==> config.mk <==
export PLATFORM = sky130hd
export DESIGN_NAME = pattern_scanner_flat
export DESIGN_NICKNAME = d
export VERILOG_FILES = /design/src/rtl/pattern_scanner_if.sv /design/src/rtl/pattern_scanner.sv /design/src/flat_wrapper.sv
export SDC_FILE = /design/constraint.sdc
export NUM_CORES = 1
export LEC_CHECK = 0
export ABC_CLOCK_PERIOD_IN_PS = 2500
export BUFFER_PORTS_ARGS = -buffer_cell sky130_fd_sc_hd__buf_4
export CAP_MARGIN = 20
export CORE_ASPECT_RATIO = 1.1
export CORE_MARGIN = 3
export CORE_UTILIZATION = 55
export CTS_BUF_LIST = sky130_fd_sc_hd__clkbuf_2 sky130_fd_sc_hd__clkbuf_4 sky130_fd_sc_hd__clkbuf_8
export CTS_CLUSTER_SIZE = 10
export DETAILED_ROUTE_END_ITERATION = 12
export PLACE_DENSITY = 0.8
export SETUP_SLACK_MARGIN = 0.5
export SYNTH_ARGS = -nofsm -noshare
export SYNTH_HDL_FRONTEND = slang
export SYNTH_SLANG_ARGS = --single-unit
export TNS_END_PERCENT = 100
==> constraint.sdc <==
create_clock -name clk -period 2.5 [get_ports clk]
set_input_delay 0.375 -clock clk [delete_from_list [all_inputs] [get_ports clk]]
set_output_delay 0.375 -clock clk [all_outputs]
set_load 0.05 [all_outputs]
==> src/rtl/pattern_scanner_if.sv <==
// Signal bundle for pattern_scanner: control/data inputs from the host and the
// scanner's status outputs, plus a state debug view for checkers.
interface pattern_scanner_if #(
    parameter int WIDTH = 8,
    parameter int CNT_W = 8
);
    // No valid/ready handshake here: sample_en alone qualifies serial_in on each
    // rising edge and the scanner never applies backpressure.
    logic             load;
    logic [WIDTH-1:0] pattern;
    logic [WIDTH-1:0] mask;
    logic             sample_en;
    logic             serial_in;
    logic             overlap_en;
    logic             clear;
    logic             armed;
    logic             match;
    logic [CNT_W-1:0] match_count;
    logic [1:0]       state_dbg;

    modport master (
        output load, pattern, mask, sample_en, serial_in, overlap_en, clear,
        input  armed, match, match_count, state_dbg
    );

    modport slave (
        input  load, pattern, mask, sample_en, serial_in, overlap_en, clear,
        output armed, match, match_count, state_dbg
    );
endinterface

==> src/rtl/pattern_scanner.sv <==
// Serial pattern scanner with per-bit mask and optional overlap; the match
// counter is built only when PATTERN_SCANNER_COUNT_EN is defined.
module pattern_scanner #(
    parameter int WIDTH = 8,
    parameter int CNT_W = 8
) (
    input logic               clk,
    input logic               reset_n,
    pattern_scanner_if.slave  bus
);
    typedef enum logic [1:0] {
        S_IDLE = 2'd0,
        S_FILL = 2'd1,
        S_RUN  = 2'd2
    } state_e;

    localparam int FC_W = $clog2(WIDTH + 1);
    localparam logic [FC_W-1:0] FULL = FC_W'(WIDTH);

    state_e           state_q, state_d;
    logic [WIDTH-1:0] pattern_q, pattern_d;
    logic [WIDTH-1:0] mask_q, mask_d;
    logic [WIDTH-1:0] win_q, win_d;
    logic [FC_W-1:0]  fill_q, fill_d;
    logic             match_q, match_d;
`ifdef PATTERN_SCANNER_COUNT_EN
    logic [CNT_W-1:0] count_q, count_d;
`endif

    logic [WIDTH-1:0] win_sh;
    logic [FC_W-1:0]  fill_sh;
    logic             shift;
    logic             hit;

    always_ff @(posedge clk or negedge reset_n) begin
        if (!reset_n) begin
            state_q   <= S_IDLE;
            pattern_q <= '0;
            mask_q    <= '0;
            win_q     <= '0;
            fill_q    <= '0;
            match_q   <= 1'b0;
`ifdef PATTERN_SCANNER_COUNT_EN
            count_q   <= '0;
`endif
        end else begin
            state_q   <= state_d;
            pattern_q <= pattern_d;
            mask_q    <= mask_d;
            win_q     <= win_d;
            fill_q    <= fill_d;
            match_q   <= match_d;
`ifdef PATTERN_SCANNER_COUNT_EN
            count_q   <= count_d;
`endif
        end
    end

    // Load and clear both suppress a same-cycle sample.
    always_comb begin
        win_sh  = {win_q[WIDTH-2:0], bus.serial_in};
        fill_sh = (fill_q == FULL) ? FULL : fill_q + FC_W'(1);
        shift   = bus.sample_en && (state_q != S_IDLE) && !bus.load && !bus.clear;
        hit     = shift && (fill_sh == FULL) && (((win_sh ^ pattern_q) & mask_q) == '0);
    end

    always_comb begin
        pattern_d = pattern_q;
        mask_d    = mask_q;
        win_d     = win_q;
        fill_d    = fill_q;
        match_d   = 1'b0;
`ifdef PATTERN_SCANNER_COUNT_EN
        count_d   = count_q;
`endif
        if (bus.load) begin
            pattern_d = bus.pattern;
            mask_d    = bus.mask;
            win_d     = '0;
            fill_d    = '0;
`ifdef PATTERN_SCANNER_COUNT_EN
            count_d   = '0;
`endif
        end else if (bus.clear) begin
            win_d     = '0;
            fill_d    = '0;
`ifdef PATTERN_SCANNER_COUNT_EN
            count_d   = '0;
`endif
        end else if (shift) begin
            win_d  = win_sh;
            fill_d = fill_sh;
            if (hit) begin
                match_d = 1'b1;
                // Non-overlapping mode demands a completely fresh window.
                fill_d  = bus.overlap_en ? FULL : '0;
`ifdef PATTERN_SCANNER_COUNT_EN
                count_d = (count_q == '1) ? count_q : count_q + CNT_W'(1);
`endif
            end
        end
    end

    always_comb begin
        state_d = S_IDLE;
        if (bus.load || (state_q != S_IDLE)) begin
            state_d = (fill_d == FULL) ? S_RUN : S_FILL;
        end
    end

    always_comb begin
        bus.armed     = (state_q != S_IDLE);
        bus.match     = match_q;
        bus.state_dbg = state_q;
`ifdef PATTERN_SCANNER_COUNT_EN
        bus.match_count = count_q;
`else
        bus.match_count = '0;
`endif
    end
endmodule

==> src/flat_wrapper.sv <==
// flat-port wrapper written by rule: the top's interface ports become plain ports
module pattern_scanner_flat 
#(
    parameter int WIDTH = 8,
    parameter int CNT_W = 8
)
  (clk, reset_n, bus_load, bus_pattern, bus_mask, bus_sample_en, bus_serial_in, bus_overlap_en, bus_clear, bus_armed, bus_match, bus_match_count, bus_state_dbg);
  pattern_scanner_if #(.WIDTH(WIDTH), .CNT_W(CNT_W)) bus_i ();
  input logic clk;
  input logic reset_n;
  input wire logic [$bits(bus_i.load)-1:0] bus_load;
  input wire logic [$bits(bus_i.pattern)-1:0] bus_pattern;
  input wire logic [$bits(bus_i.mask)-1:0] bus_mask;
  input wire logic [$bits(bus_i.sample_en)-1:0] bus_sample_en;
  input wire logic [$bits(bus_i.serial_in)-1:0] bus_serial_in;
  input wire logic [$bits(bus_i.overlap_en)-1:0] bus_overlap_en;
  input wire logic [$bits(bus_i.clear)-1:0] bus_clear;
  output wire logic [$bits(bus_i.armed)-1:0] bus_armed;
  output wire logic [$bits(bus_i.match)-1:0] bus_match;
  output wire logic [$bits(bus_i.match_count)-1:0] bus_match_count;
  output wire logic [$bits(bus_i.state_dbg)-1:0] bus_state_dbg;
  assign bus_i.load = bus_load;
  assign bus_i.pattern = bus_pattern;
  assign bus_i.mask = bus_mask;
  assign bus_i.sample_en = bus_sample_en;
  assign bus_i.serial_in = bus_serial_in;
  assign bus_i.overlap_en = bus_overlap_en;
  assign bus_i.clear = bus_clear;
  assign bus_armed = bus_i.armed;
  assign bus_match = bus_i.match;
  assign bus_match_count = bus_i.match_count;
  assign bus_state_dbg = bus_i.state_dbg;
  pattern_scanner #(.WIDTH(WIDTH), .CNT_W(CNT_W)) u_core (.clk(clk), .reset_n(reset_n), .bus(bus_i));
endmodule
Word-level counts from Yosys, hierarchy flattened. Index checks and enable logic that the tools add are counted.

Flip-flop bits (word level): 30. Output and inout bits: 12.

$add $sub $neg: 1. Equality and inequality tests: 3. Mux-type cells: 15. Bitwise logic cells: 2. Reductions and logical operators: 11.

Operators by type and width (number): 4-bit two-way mux (6); 7-bit two-way mux (3); 4-bit == test, second input constant (3); 8-bit bitwise AND (1); 8-bit logical NOT (1); 8-bit XOR (1); 1-bit logical AND (5); 4-bit by 1-bit adder with 4-bit output, second input constant (1); 1-bit two-way mux (4); 2-bit two-way mux (2); 3-bit nonzero test (1); 1-bit logical NOT (2); 2-bit nonzero test (1); 1-bit logical OR (1).

Longest topological paths before layout. Gate-level depths: netlist of the first run.

Word-level depth: 13. Depth in mapped cells: 8. Mapped depth without buffers: 7.

Worst setup path after synthesis of the first run. OpenSTA, ideal clock, no wires.

Path type: reg2reg. Start: register u_core.state_q[1], in the netlist u_core.bus.state_dbg[1]. End: register u_core.state_q[1], in the netlist u_core.bus.state_dbg[1]. Setup time: 0.080 ns. Arrival: 1.733 ns. Setup slack: 0.687 ns. Stages on the path, launching flop included: 6. Buffers on the path: 0. Clock period less this slack: 1.813 ns. Cell sequence: dfrtp_1 o21ai_2 or3_1 a21o_1 o21ba_2 nor3b_2.

Longest elaborated chain between the ends: 13.

RTL lines: start, declared (line pattern_scanner.sv:20) `state_e state_q, state_d;`; start signal, assigned (line pattern_scanner.sv:47) `state_q <= state_d;`; 2-bit nonzero test * (line pattern_scanner.sv:63) `shift = bus.sample_en && (state_q != S_IDLE) && !bus.load && !bus.clear;`; 1-bit logical AND * (3 in a row) (line pattern_scanner.sv:63); 1-bit logical AND (2 in a row) (line pattern_scanner.sv:64) `hit = shift && (fill_sh == FULL) && (((win_sh ^ pattern_q) & mask_q) == '0);`; 4-bit two-way mux (line pattern_scanner.sv:93) `if (hit) begin`; 4-bit two-way mux * (line pattern_scanner.sv:90) `end else if (shift) begin`; 4-bit two-way mux * (line pattern_scanner.sv:84) `end else if (bus.clear) begin`; 4-bit two-way mux * (line pattern_scanner.sv:76) `if (bus.load) begin`; net u_core.fill_d[3] (line pattern_scanner.sv:24) `logic [FC_W-1:0] fill_q, fill_d;`; 4-bit == test * (line pattern_scanner.sv:107) `state_d = (fill_d == FULL) ? S_RUN : S_FILL;`; 2-bit two-way mux * (line pattern_scanner.sv:107); 2-bit two-way mux * (line pattern_scanner.sv:106) `if (bus.load || (state_q != S_IDLE)) begin`; net u_core.state_d[1] (line pattern_scanner.sv:20).

The timed path passes the listed nets; every way through them passes the cells marked *. A chain may end at the register's enable or synchronous reset.

Worst setup path in the final report of the first run.
Start: register u_core.fill_q[0]. End: register u_core.state_q[1], in the netlist u_core.bus.state_dbg[1].

Longest elaborated chain between the ends: 12.

RTL lines: start, declared (line pattern_scanner.sv:24); start signal, assigned (line pattern_scanner.sv:51) `fill_q <= fill_d;`; 4-bit by 1-bit adder with 4-bit output or 4-bit == test (tied branches) (line pattern_scanner.sv:62) `fill_sh = (fill_q == FULL) ? FULL : fill_q + FC_W'(1);`; 4-bit two-way mux * (line pattern_scanner.sv:62); 4-bit == test (line pattern_scanner.sv:64); 1-bit logical AND (2 in a row) (line pattern_scanner.sv:64); 4-bit two-way mux * (line pattern_scanner.sv:93); 4-bit two-way mux * (line pattern_scanner.sv:90); 4-bit two-way mux * (line pattern_scanner.sv:84); 4-bit two-way mux * (line pattern_scanner.sv:76); net u_core.fill_d[3] (line pattern_scanner.sv:24); 4-bit == test * (line pattern_scanner.sv:107); 2-bit two-way mux * (line pattern_scanner.sv:107); 2-bit two-way mux * (line pattern_scanner.sv:106); net u_core.state_d[1] (line pattern_scanner.sv:20).

Marked as above.

==> results.md, run 1 <==
| Metric | Value | Unit |
|---|---|---|
| Status | finished clean | - |
| DRC marker count from the first detailed-route iteration | 28 | - |
| Worst Path Class, Setup | register to register | - |
| Max Buffers Root-to-Sink | 2 | - |
| Clock tree from TritonCTS | yes | - |
| Final Net Count | 189 | - |
| Worst-case clock skew | 0.00997 | ns |
| Mean post-synth cell area | 11.0 | um^2 |
| Highest attainable clock frequency | 544 | MHz |
| Std-Cell Core Area | 2570 | um^2 |
| First-pass GRT wire length | 4470 | um |
| Cell Area, Synth | 1520 | um^2 |
| Post-synthesis register bit count | 30 | - |
| Synth top area share | 49.3 | % |
| Post-DR vias/cell | 5.55 | - |
| Clock insertion delay at the later pin of the skew report | 0.33 | ns |
| Overall track demand over capacity in global routing | 17.2 | % |
| Top cells by area in the synthesized netlist | dfrtp_1, mux2_2, xor2_1 | - |
| Depth of the worst register-to-register path | 6 | - |
| Overflow left after global routing | 0 | - |
| Final Total Pwr | 982 | uW |
| Non-Filler Cell Area, Final | 1760 | um^2 |
| Area grow syn2layout | 15.9 | % |
| Vias in the first global route | 1097 | - |
| Total Routed Length | 2740 | um |
| Number of cells traversed by the worst hold path | 2 | - |
| Worst Setup End Kind | register | - |
| Count of yosys warnings during synthesis | 0 | - |
| Die outline width | 56.2 | um |
| Number of antenna violations at the first check in global routing | 0 | - |
| Vertical die dimension | 61.2 | um |
| Type of origin of the critical path | register | - |
| Most numerous cell types in the synthesized netlist | dfrtp_1, nand2_1, mux2_2, a21oi_1, buf_4 | - |
| Setup-violating endpoint count in the final report | 0 | - |
| Starting Density | 59.3 | % |
| Path category of the worst min-delay check | primary input to register | - |
| Peak supply drop | 0.000522 | V |
| Pre-Repair DR Iteration Count | 4 | - |
| Buffer type at the clock tree root | clkbuf_4 | - |
| Cell accounting for the most synthesized area | dfrtp_1 | - |
| Clk sinks | 30 | - |
| Syn Inst Count | 138 | - |
| Total DRC errors in the routed layout | 0 | - |
| Total negative slack for setup checks | 0 | ns |
| Remaining antenna violation count after routing | 0 | - |
| Async S/R FF share, synth | 100 | % |
| Fraction of the cycle the final worst path needs | 73.6 | % |
| Count of cell types in the netlist | 32 | - |
| Sequential-to-total area share from yosys stat | 49.3 | % |
| Die Area | 3440 | um^2 |
| Port buffer count | 26 | - |
| IO Count | 35 | - |
| Sum of net half-perimeters after detailed placement | 2040 | um |
| CTS H-tree depth | 2 | - |
| Number of inserted diodes | 0 | - |
| Post-synth EDFFs | 0 | - |
| Final worst path period need | 1.84 | ns |
| Data arrival time of the critical path | 2.06 | ns |
| Drt wl/cell | 14.0 | um |
| Final weighted congestion in routability-driven placement | 0.771 | - |
| Largest net degree at the start of global routing | 31 | - |
| # Post-CTS Setup Buffers | 0 | - |
| Final Hold Vio Count | 0 | - |
| Count of standard-cell rows | 19 | - |
| Clock-pin slew of the registers on the worst-case setup and hold paths | 0.10 | ns |
| Overall via count from detail_route | 1087 | - |
| Share of cells above drive strength 1 | 34.5 | % |
| Unrepaired setup endpoints after global routing | false | - |
| Primary flip-flop cell chosen by synthesis mapping | dfrtp_1 | - |
| Max-cap violations | 0 | - |
| Static leakage | 0.780 | nW |
| Max-slew violations | 0 | - |
| Critical path data required time | 2.72 | ns |
| CP max FO | 9 | - |
| Post-DP Area | 1680 | um^2 |
| Leading cell type by number of instances after synthesis | dfrtp_1 | - |
| Cell Pwr Density | 557 | nW/um^2 |
| CTS Buf Count | 5 | - |
## final timing paths
check | end | from | slack (ns)
max | u_core.bus.state_dbg[1]$_DFF_PN0_ | u_core.fill_q[0]$_DFF_PN0_ | 0.66
min | u_core.mask_q[6]$_DFFE_PN0P_ | bus_mask[6] | 0.27
max reg2reg | u_core.bus.state_dbg[1]$_DFF_PN0_ | u_core.fill_q[0]$_DFF_PN0_ | 0.66
min reg2reg | u_core.mask_q[0]$_DFFE_PN0P_ | u_core.mask_q[0]$_DFFE_PN0P_ | 0.52
max in group asynchronous | u_core.fill_q[0]$_DFF_PN0_ | reset_n | 1.70
min in group asynchronous | u_core.mask_q[6]$_DFFE_PN0P_ | reset_n | 0.50
## critical path: stages, from the launching register on
cell,delay [ns]
dfrtp_2,0.46
inv_1,0.06
ha_1,0.34
a2111oi_4,0.36
nand4bb_1,0.14
o21ba_2,0.23
nor3b_2,0.15
## routing by layer
| layer | global-route usage, % | up-vias | share of wire, % |
|---|---|---|---|
| li1 | - | 514 | - |
| met1 | 18.8 | 535 | 40 |
| met2 | 31.2 | 33 | 53 |
| met3 | 3.56 | 5 | 5.7 |
| met4 | 11.2 | 0 | 1.5 |
| met5 | 0 | - | 0 |
## flip-flops by register name (all words and copies together), names as in the netlist
name / count
u_core.bus.state_dbg: 2
u_core.bus.match: 1
u_core.pattern_q: 8
u_core.mask_q: 8
u_core.win_q: 7
u_core.fill_q: 4
## cells by family after synthesis
group | count (synthesis) | synth area share [%]
muxes | 16 | 11.8
DFF | 30 | 49.3
AOI/OAI and AO/OA | 28 | 12.7
buffers and inverters | 18 | 7.39
adders and majority gates | 2 | 1.64
other | 1 | 0.246
and+or+nand+nor | 34 | 11.8
xor gates and xnor gates | 9 | 5.18
## cell type report
| class | count | area, um^2 |
|---|---|---|
| Clock buffer | 7 | 58.8 |
| Multi-Input combinational cell | 97 | 693 |
| Fill cell | 220 | 803 |
| Clock inverter | 1 | 5.00 |
| Timing Repair Buffer | 27 | 205 |
| Tap cell | 31 | 38.8 |
| Sequential cell | 30 | 752 |
| Inverter | 3 | 11.3 |
## layout by cell type (no fill, tap or decap)
master and instances:
dfrtp_1 29, buf_4 26, nand2_1 17, mux2_2 16
a21oi_1 13, xor2_1 9, conb_1 8, clkbuf_4 6
a22oi_1 4, inv_1 3, nor3_1 3, nor2_1 3
nand4b_1 2, o21ai_0 2, nand2b_1 2, a21o_1 2
ha_1 2, o21a_1 1, o21ai_4 1, or2_4 1
and3b_1 1, o211ai_1 1, nand3_1 1, a2111oi_4 1
nand4bb_1 1, or3_1 1, o21ba_2 1, a31oi_1 1
o21ai_1 1, or2_2 1, nor3b_2 1, clkinv_2 1
clkbuf_8 1, dlygate4sd3_1 1, dfrtp_2 1
## what timing repair did
item	in CTS	in global routing
hold buffers	1	0
endpoints found under the hold margin	30	0
gates resized for setup	0	2
setup endpoints to repair	0	1
## where the power goes
part / switching [mW] / leakage [nW] / total [mW] / internal, mW
logic: 0.0779 / 0.366 / 0.143 / 0.0655
registers: 0.0185 / 0.375 / 0.531 / 0.513
clock network: 0.160 / 0.0387 / 0.307 / 0.147
total: 0.257 / 0.780 / 0.982 / 0.725
## metrics by stage
| step | hold WS (ns) | worst slack, ns | std cells | util [%] |
|---|---|---|---|---|
| final | 0.271 | 0.661 | 196 | 68.7 |
| after global routing | 0.257 | 0.547 | 196 | 68.7 |
| after CTS | 0.265 | 0.593 | 196 | 68.4 |
| after detailed placement | 0.319 | 0.606 | 187 | 65.5 |
| after global placement | 0.311 | 0.701 | 187 | 65.5 |
| after floorplan | 0.0794 | 0.687 | 145 | - |
(Power assumes the default switching activity.)
==> run 2, diff against run 1 <==
Settings changed: ABC_AREA set to 1, ABC_CLOCK_PERIOD_IN_PS 2500 to 1700.
Clock period 2.5 ns to 1.7 ns, I/O delays scaled along.
==> run 2 against run 1 <==
- sequential share of layout area fell by 6.5 points
- global-route usage grew 5.0 points
- worst hold slack worse by 0.13 ns
- final cell count rose by 30%
- critical path type unchanged
- synthesized cell count grew 28%
- largest power group unchanged
- setup slack lost 0.50 ns
- register-to-register slack lost 0.50 ns
- non-clock buffer count grew 17
- power up 61%
- critical path depth grew 5
- critical endpoint is now u_core.bus.state_dbg[0]$_DFF_PN0_
==> results.md, run 2 <==
| Metric | Value | Unit | Change |
|---|---|---|---|
| Clock tree from TritonCTS | yes | - |  |
| DRC marker count from the first detailed-route iteration | 48 | - | +71% |
| Type of origin of the critical path | register | - |  |
| Worst Path Class, Setup | register to register | - |  |
| Critical path startpoint | u_core.fill_q[0]$_DFF_PN0_ | - |  |
| Fraction of the cycle the final worst path needs | 90.7 | % | +17 points |
| Pre-Repair DR Iteration Count | 4 | - | unchanged |
| Total Routed Length | 3800 | um | +39% |
| Source of the worst register-to-register timing path | u_core.fill_q[0]$_DFF_PN0_ | - |  |
| Cells along the critical path | buf_6 -> ha_4 -> nand3_1 -> nand2_1 -> nor2_4 -> nand2_1 -> nor2_2 -> nand3_2 -> nand3_2 -> nand2_1 -> inv_1 | - |  |
| Drt wl/cell | 14.9 | um | +7.0% |
| Biggest cell delay along the critical path | 0.44 | ns | -0.02 ns |
| Clk sinks | 30 | - | unchanged |
| Unrepaired setup endpoints after global routing | true | - |  |
| Path category of the worst min-delay check | primary input to register | - |  |
| Die Area | 3510 | um^2 | +2.0% |
| Top cells by area in the synthesized netlist | dfrtp_1, nand2_1, mux2_2 | - |  |
| Total negative slack for setup checks | 0 | ns | unchanged |
| Max Buffers Root-to-Sink | 2 | - | unchanged |
| Depth of the worst register-to-register path | 11 | - | +5 |
| Count of yosys warnings during synthesis | 0 | - | unchanged |
| Worst Setup End Kind | register | - |  |
| Count of standard-cell rows | 19 | - | unchanged |
| Die outline width | 56.7 | um | +0.98% |
| WP depth | 11 | - | +5 |
| Vias in the first global route | 1331 | - | +21% |
| Mean post-synth cell area | 8.84 | um^2 | -20% |
| Cell accounting for the most synthesized area | dfrtp_1 | - |  |
| Overflow left after global routing | 0 | - | unchanged |
| Endpoint of the most critical register-to-register path | u_core.bus.state_dbg[0]$_DFF_PN0_ | - |  |
| Status | finished clean | - |  |
| CTS Buf Count | 5 | - | unchanged |
| Master of the slowest instance on the critical path | dfrtp_1 | - |  |
| Overall via count from detail_route | 1320 | - | +21% |
| Kind of cell adding the most delay to the critical path | simple AND/OR/NAND/NOR gates | - |  |
| Final Net Count | 247 | - | +31% |
| Data arrival time of the critical path | 1.81 | ns | -0.25 ns |
| Primary flip-flop cell chosen by synthesis mapping | dfrtp_1 | - |  |
| Critical path data required time | 1.97 | ns | -0.75 ns |
| Sequential-to-total area share from yosys stat | 48.2 | % | -1.1 points |
| Post-synth EDFFs | 0 | - | unchanged |
| Post-synthesis register bit count | 30 | - | unchanged |
| Worst-case clock skew | 0.00927 | ns | -0.000697 ns |
| CTS H-tree depth | 2 | - | unchanged |
| Cell with the most instances on the worst path | nand2_1 | - |  |
| Clock-pin slew of the registers on the worst-case setup and hold paths | 0.10 | ns | about the same |
| Final Hold Vio Count | 0 | - | unchanged |
| Clock insertion delay at the later pin of the skew report | 0.32 | ns | about the same |
| Max-cap violations | 0 | - | unchanged |
| Count of cell types in the netlist | 28 | - | -13% |
| Buffers & Inverters on Critical Path | 2 | - | +1 |
| Leading cell type by number of instances after synthesis | nand2_1 | - |  |
| Final weighted congestion in routability-driven placement | 0.826 | - | +7.2% |
| Peak supply drop | 0.000768 | V | +47% |
| Top library cells by usage in the layout, fill and taps aside | nand2_1, buf_4, dfrtp_1 | - |  |
| Overall track demand over capacity in global routing | 22.3 | % | +5.0 points |
| First-pass GRT wire length | 5790 | um | +29% |
| Highest attainable clock frequency | 648 | MHz | +19% |
| Cell Area, Synth | 1560 | um^2 | +2.2% |
| Crit path capture | u_core.bus.state_dbg[0]$_DFF_PN0_ | - |  |
| Setup-violating endpoint count in the final report | 0 | - | unchanged |
| Top flop regs | u_core.mask_q (8), u_core.pattern_q (8), u_core.win_q (7) | - |  |
| IO Count | 35 | - | unchanged |
| Starting Density | 60.1 | % | +0.76 points |
| Syn Inst Count | 176 | - | +28% |
| CP max FO | 3 | - | -6 |
| Area grow syn2layout | 34.0 | % |  |
| Synth top area share | 48.2 | % | -1.1 points |
| Buffer type at the clock tree root | clkbuf_4 | - |  |
| Post-DR vias/cell | 5.20 | - | -6.3% |
| Total DRC errors in the routed layout | 0 | - | unchanged |
| Number of antenna violations at the first check in global routing | 0 | - | unchanged |
| Std-Cell Core Area | 2590 | um^2 | +0.93% |
| Sum of net half-perimeters after detailed placement | 2320 | um | +14% |
| Number of inserted diodes | 0 | - | unchanged |
| Final Total Pwr | 1.58 | mW | +61% |
| Register-to-Register Setup Slack | 0.16 | ns | -0.50 ns |
| Final worst path period need | 1.54 | ns | -0.297 ns |
| Largest net degree at the start of global routing | 31 | - | unchanged |
| Most numerous cell types in the synthesized netlist | nand2_1, dfrtp_1, inv_1, nor2_1 | - |  |
| Static leakage | 1.01 | nW | +29% |
| Async S/R FF share, synth | 100 | % | unchanged |
| Remaining antenna violation count after routing | 0 | - | unchanged |
| Port buffer count | 26 | - | unchanged |
| Max-slew violations | 0 | - | unchanged |
| Share of cells above drive strength 1 | 42.2 | % | +7.6 points |
| Cell Pwr Density | 756 | nW/um^2 | +36% |
| Vertical die dimension | 61.8 | um | +1.0% |
run 2: changes by cell type after synthesis, moves of 4 or more:
cell / delta
a22oi_1: -4
a21oi_1: -10
inv_2: +5
xor2_1: -9
o22ai_1: +7
nand3_1: +9
mux2_2: -6
nand2_1: +20
o21ai_0: +7
nor2_1: +9
inv_1: +19
run 2: report_power, final:
group,internal [mW],total [mW],switching [mW]
clock network,0.282,0.527,0.245
registers,0.753,0.779,0.0260
logic,0.113,0.270,0.157
run 2: how the worst min path moves through the flow:
stage                         startpoint                               to  slack [ns]  cells after the start
after global placement           reset_n     u_core.mask_q[1]$_DFFE_PN0P_        0.20                      1
after CTS                 bus_pattern[5]  u_core.pattern_q[5]$_DFFE_PN0P_        0.12                      3
final                     bus_pattern[2]  u_core.pattern_q[2]$_DFFE_PN0P_        0.14                      3
after global routing      bus_pattern[5]  u_core.pattern_q[5]$_DFFE_PN0P_        0.13                      3
after detailed placement         reset_n  u_core.pattern_q[0]$_DFFE_PN0P_        0.20                      1
after floorplan                  reset_n       u_core.bus.match$_DFF_PN0_       -0.04                      0
run 2: layout make-up:
type / instances / area, um^2
Sequential cell: 30 / 753
Clock buffer: 8 / 78.8
Timing Repair Buffer: 44 / 385
Multi-Input combinational cell: 113 / 719
Tap cell: 31 / 38.8
Inverter: 28 / 110
Fill cell: 169 / 505
run 2: worst register-to-register path, delay by kind of cell (launching register included):
family	cells	cell delay, ns
adders and majority gates	1	0.16
buffers and inverters	2	0.20
DFF	1	0.44
and+or+nand+nor	8	0.69
run 2: metrics by stage:
step	area, um^2	hold slack, ns	setup WS [ns]	cells	utilization (%)
6_report	2090	0.139	0.158	254	80.5
2_1_floorplan	1610	-0.0406	0.156	183	-
4_1_cts	2010	0.122	0.205	249	77.5
3_3_place_gp	1750	0.197	0.203	228	67.5
5_1_grt	2090	0.129	0.0943	254	80.5
3_5_place_dp	1750	0.202	0.108	228	67.5
run 2: per-layer routing:
metal	up-vias	track usage, %	routed length (um)
met5	-	0	0
met4	0	7.80	103
met3	14	5.79	211
met2	53	40.8	2100
met1	612	25.8	1390
li1	641	-	-
run 2: repair_timing:
action                                  4_1_cts  5_1_grt
endpoints found under the setup margin        9        9
hold buffers                                  1        0
setup buffers                                12        5
endpoints found under the hold margin        30        0
pin swaps                                    11        9
resized for setup                            22       14
run 2: kinds of logic after synthesis:
family / after synthesis / synth area share [%]
compound gates: 21 / 7.48
fa+ha+maj: 2 / 1.61
buf+inv: 40 / 12.6
flops: 30 / 48.2
mux: 10 / 7.23
other cells: 1 / 0.241
simple gates: 72 / 22.6
==> run 3, diff against run 2 <==
Settings changed: ABC_CLOCK_PERIOD_IN_PS 1700 to 1650, CORE_UTILIZATION 55 to 40, PLACE_DENSITY 0.8 to 0.61.
Clock period 1.7 ns to 1.65 ns, I/O delays scaled along.
==> run 3 against run 2 <==
- worst hold slack better by 0.044 ns
- sequential share of layout area down 0.15 points
- clock skew up 0.00072 ns
- core utilization down 24 points
- combinational power is essentially flat
- global-route usage fell by 6.6 points
- design area grew 0.42%
- setup slack gained 0.027 ns
- critical path type unchanged
- largest cell class unchanged
==> results.md, run 3 (same netlist as run 2, synthesis figures left out) <==
| Metric | Value | Unit | Change |
|---|---|---|---|
| Non-Filler Cell Area, Final | 2090 | um^2 | +0.42% |
| Overflow left after global routing | 0 | - | unchanged |
| Master of the slowest instance on the critical path | dfrtp_1 | - |  |
| Max-slew violations | 0 | - | unchanged |
| Buffers & Inverters on Critical Path | 1 | - | -1 |
| Highest attainable clock frequency | 683 | MHz | +5.3% |
| Area grow syn2layout | 34.6 | % |  |
| Worst-case clock skew | 0.0100 | ns | +0.000724 ns |
| Overall track demand over capacity in global routing | 15.7 | % | -6.6 points |
| Fraction of the cycle the final worst path needs | 88.8 | % | -1.9 points |
| Port buffer count | 26 | - | unchanged |
| Cells along the critical path | inv_2 -> ha_4 -> nand2_2 -> nand3_2 -> nand2_2 -> nor2_4 -> nand2_2 -> nor2_2 -> nand3_2 -> and2_4 | - |  |
| Max-cap violations | 0 | - | unchanged |
| Type of origin of the critical path | register | - |  |
| CP max FO | 4 | - | +1 |
| Register-to-Register Setup Slack | 0.19 | ns | +0.03 ns |
| Path category of the worst min-delay check | primary input to register | - |  |
| Top flop regs | u_core.mask_q (8), u_core.pattern_q (8), u_core.win_q (7) | - |  |
| Vertical die dimension | 71.4 | um | +16% |
| Total negative slack for setup checks | 0 | ns | unchanged |
| Pre-Repair DR Iteration Count | 4 | - | unchanged |
| Data arrival time of the critical path | 1.64 | ns | -0.17 ns |
| IO Count | 35 | - | unchanged |
| Clock-pin slew of the registers on the worst-case setup and hold paths | 0.07 | ns | -0.03 ns |
| Sum of net half-perimeters after detailed placement | 2250 | um | -2.9% |
| Die Area | 4680 | um^2 | +33% |
| Number of inserted diodes | 0 | - | unchanged |
| Final instance count without filler cells | 270 | - | +6.3% |
| CTS Buf Count | 5 | - | unchanged |
| Total Routed Length | 3370 | um | -11% |
| Clk sinks | 30 | - | unchanged |
| Final worst path period need | 1.46 | ns | -0.0775 ns |
| Overall via count from detail_route | 1258 | - | -4.7% |
| Max Buffers Root-to-Sink | 2 | - | unchanged |
| Critical path data required time | 1.83 | ns | -0.14 ns |
| Unrepaired setup endpoints after global routing | true | - |  |
| Top library cells by usage in the layout, fill and taps aside | nand2_1, buf_4, dfrtp_1 | - |  |
| Count of standard-cell rows | 23 | - | +4 |
| Kind of cell adding the most delay to the critical path | simple AND/OR/NAND/NOR gates | - |  |
| Clock tree from TritonCTS | yes | - |  |
| Drt wl/cell | 12.5 | um | -16% |
| Status | finished clean | - |  |
| Die outline width | 65.5 | um | +15% |
| Worst Path Class, Setup | register to register | - |  |
| Peak supply drop | 0.000564 | V | -27% |
| Final weighted congestion in routability-driven placement | 0.850 | - | +2.9% |
| Placed instance count | 248 | - | +8.8% |
| Std-Cell Core Area | 3680 | um^2 | +42% |
| Cell Pwr Density | 811 | nW/um^2 | +7.3% |
| Starting Density | 42.3 | % | -18 points |
| Total DRC errors in the routed layout | 0 | - | unchanged |
| Post-DP Area | 1780 | um^2 | +1.8% |
| Final Hold Vio Count | 0 | - | unchanged |
| Clock insertion delay at the later pin of the skew report | 0.28 | ns | -0.04 ns |
| DRC marker count from the first detailed-route iteration | 29 | - | -40% |
| First-pass GRT wire length | 5590 | um | -3.5% |
| Worst Setup End Kind | register | - |  |
| Number of antenna violations at the first check in global routing | 0 | - | unchanged |
| Cell with the most instances on the worst path | nand2_2 | - |  |
| Biggest cell delay along the critical path | 0.42 | ns | -0.02 ns |
| Share of cells above drive strength 1 | 40.9 | % | -1.2 points |
| Remaining antenna violation count after routing | 0 | - | unchanged |
| Setup-violating endpoint count in the final report | 0 | - | unchanged |
| Static leakage | 1.01 | nW | -0.37% |
| CTS H-tree depth | 2 | - | unchanged |
| Buffer type at the clock tree root | clkbuf_8 | - |  |
| Post-DR vias/cell | 4.66 | - | -10% |
| Largest net degree at the start of global routing | 31 | - | unchanged |
| Final Net Count | 244 | - | -1.2% |
| Vias in the first global route | 1265 | - | -5.0% |
-- run 3: cell types whose count changed in the layout (fill, tap and decap cells not counted), sizes merged --
cell    previous run  this run
buf               43        40
clkbuf             8         7
clkinv             1         2
-- run 3: timing repair --
item                       4_1_cts  5_1_grt
hold endpoints to repair        30        0
hold buffers                     1        0
buffers inserted                10        3
cloned                           0        0
pin swaps                       11        8
resized for setup               19       14
setup endpoints to repair        8       10
-- run 3: tightest hold or removal path, stage by stage --
cell and delay (ns):
buf_4 0.07, nand2_1 0.04, o21ai_0 0.06
-- run 3: metal layers --
layer	vias to the layer above	GRT usage, %	part of all wire [%]
met5	-	0	0
met4	0	7.60	2.8
met1	589	17.8	40
met3	9	5.49	4.1
met2	27	26.3	54
li1	633	-	-
-- run 3: power by group --
part,switching [mW],total (mW),internal [mW]
sequential,0.0243,0.802,0.777
clock,0.275,0.627,0.352
combinational,0.153,0.269,0.116
total,0.452,1.70,1.25
-- run 3: final timing paths --
check | from | end | cells after the start
worst max-delay path | u_core.fill_q[0]$_DFF_PN0_ | u_core.fill_q[3]$_DFF_PN0_ | 10
worst min-delay path | bus_mask[1] | u_core.mask_q[1]$_DFFE_PN0P_ | 3
worst max register to register | u_core.fill_q[0]$_DFF_PN0_ | u_core.fill_q[3]$_DFF_PN0_ | 10
worst min register to register | u_core.mask_q[6]$_DFFE_PN0P_ | u_core.mask_q[6]$_DFFE_PN0P_ | 1
max in group asynchronous | reset_n | u_core.bus.state_dbg[1]$_DFF_PN0_ | 2
min in group asynchronous | reset_n | u_core.win_q[2]$_DFFE_PN0P_ | 2
-- run 3: stage by stage --
stage                     util [%]  power [mW]  setup WS [ns]  hold slack, ns
final                         56.9        1.70          0.185           0.183
after global routing          56.9        1.80         0.0880           0.177
after CTS                     54.9        1.71          0.227           0.176
after detailed placement      48.3        1.05         0.0815           0.200
after global placement        48.3        1.04          0.126           0.194
after floorplan                  -       0.981          0.106         -0.0481
-- run 3: cell type report --
class / count / area [um^2]
Inverter: 28 / 110
Multi-Input combinational cell: 113 / 722
Tap cell: 50 / 62.6
Timing Repair Buffer: 41 / 352
Sequential cell: 30 / 753
Fill cell: 332 / 1590
Clock buffer: 7 / 90.1
Clock inverter: 1 / 5.00
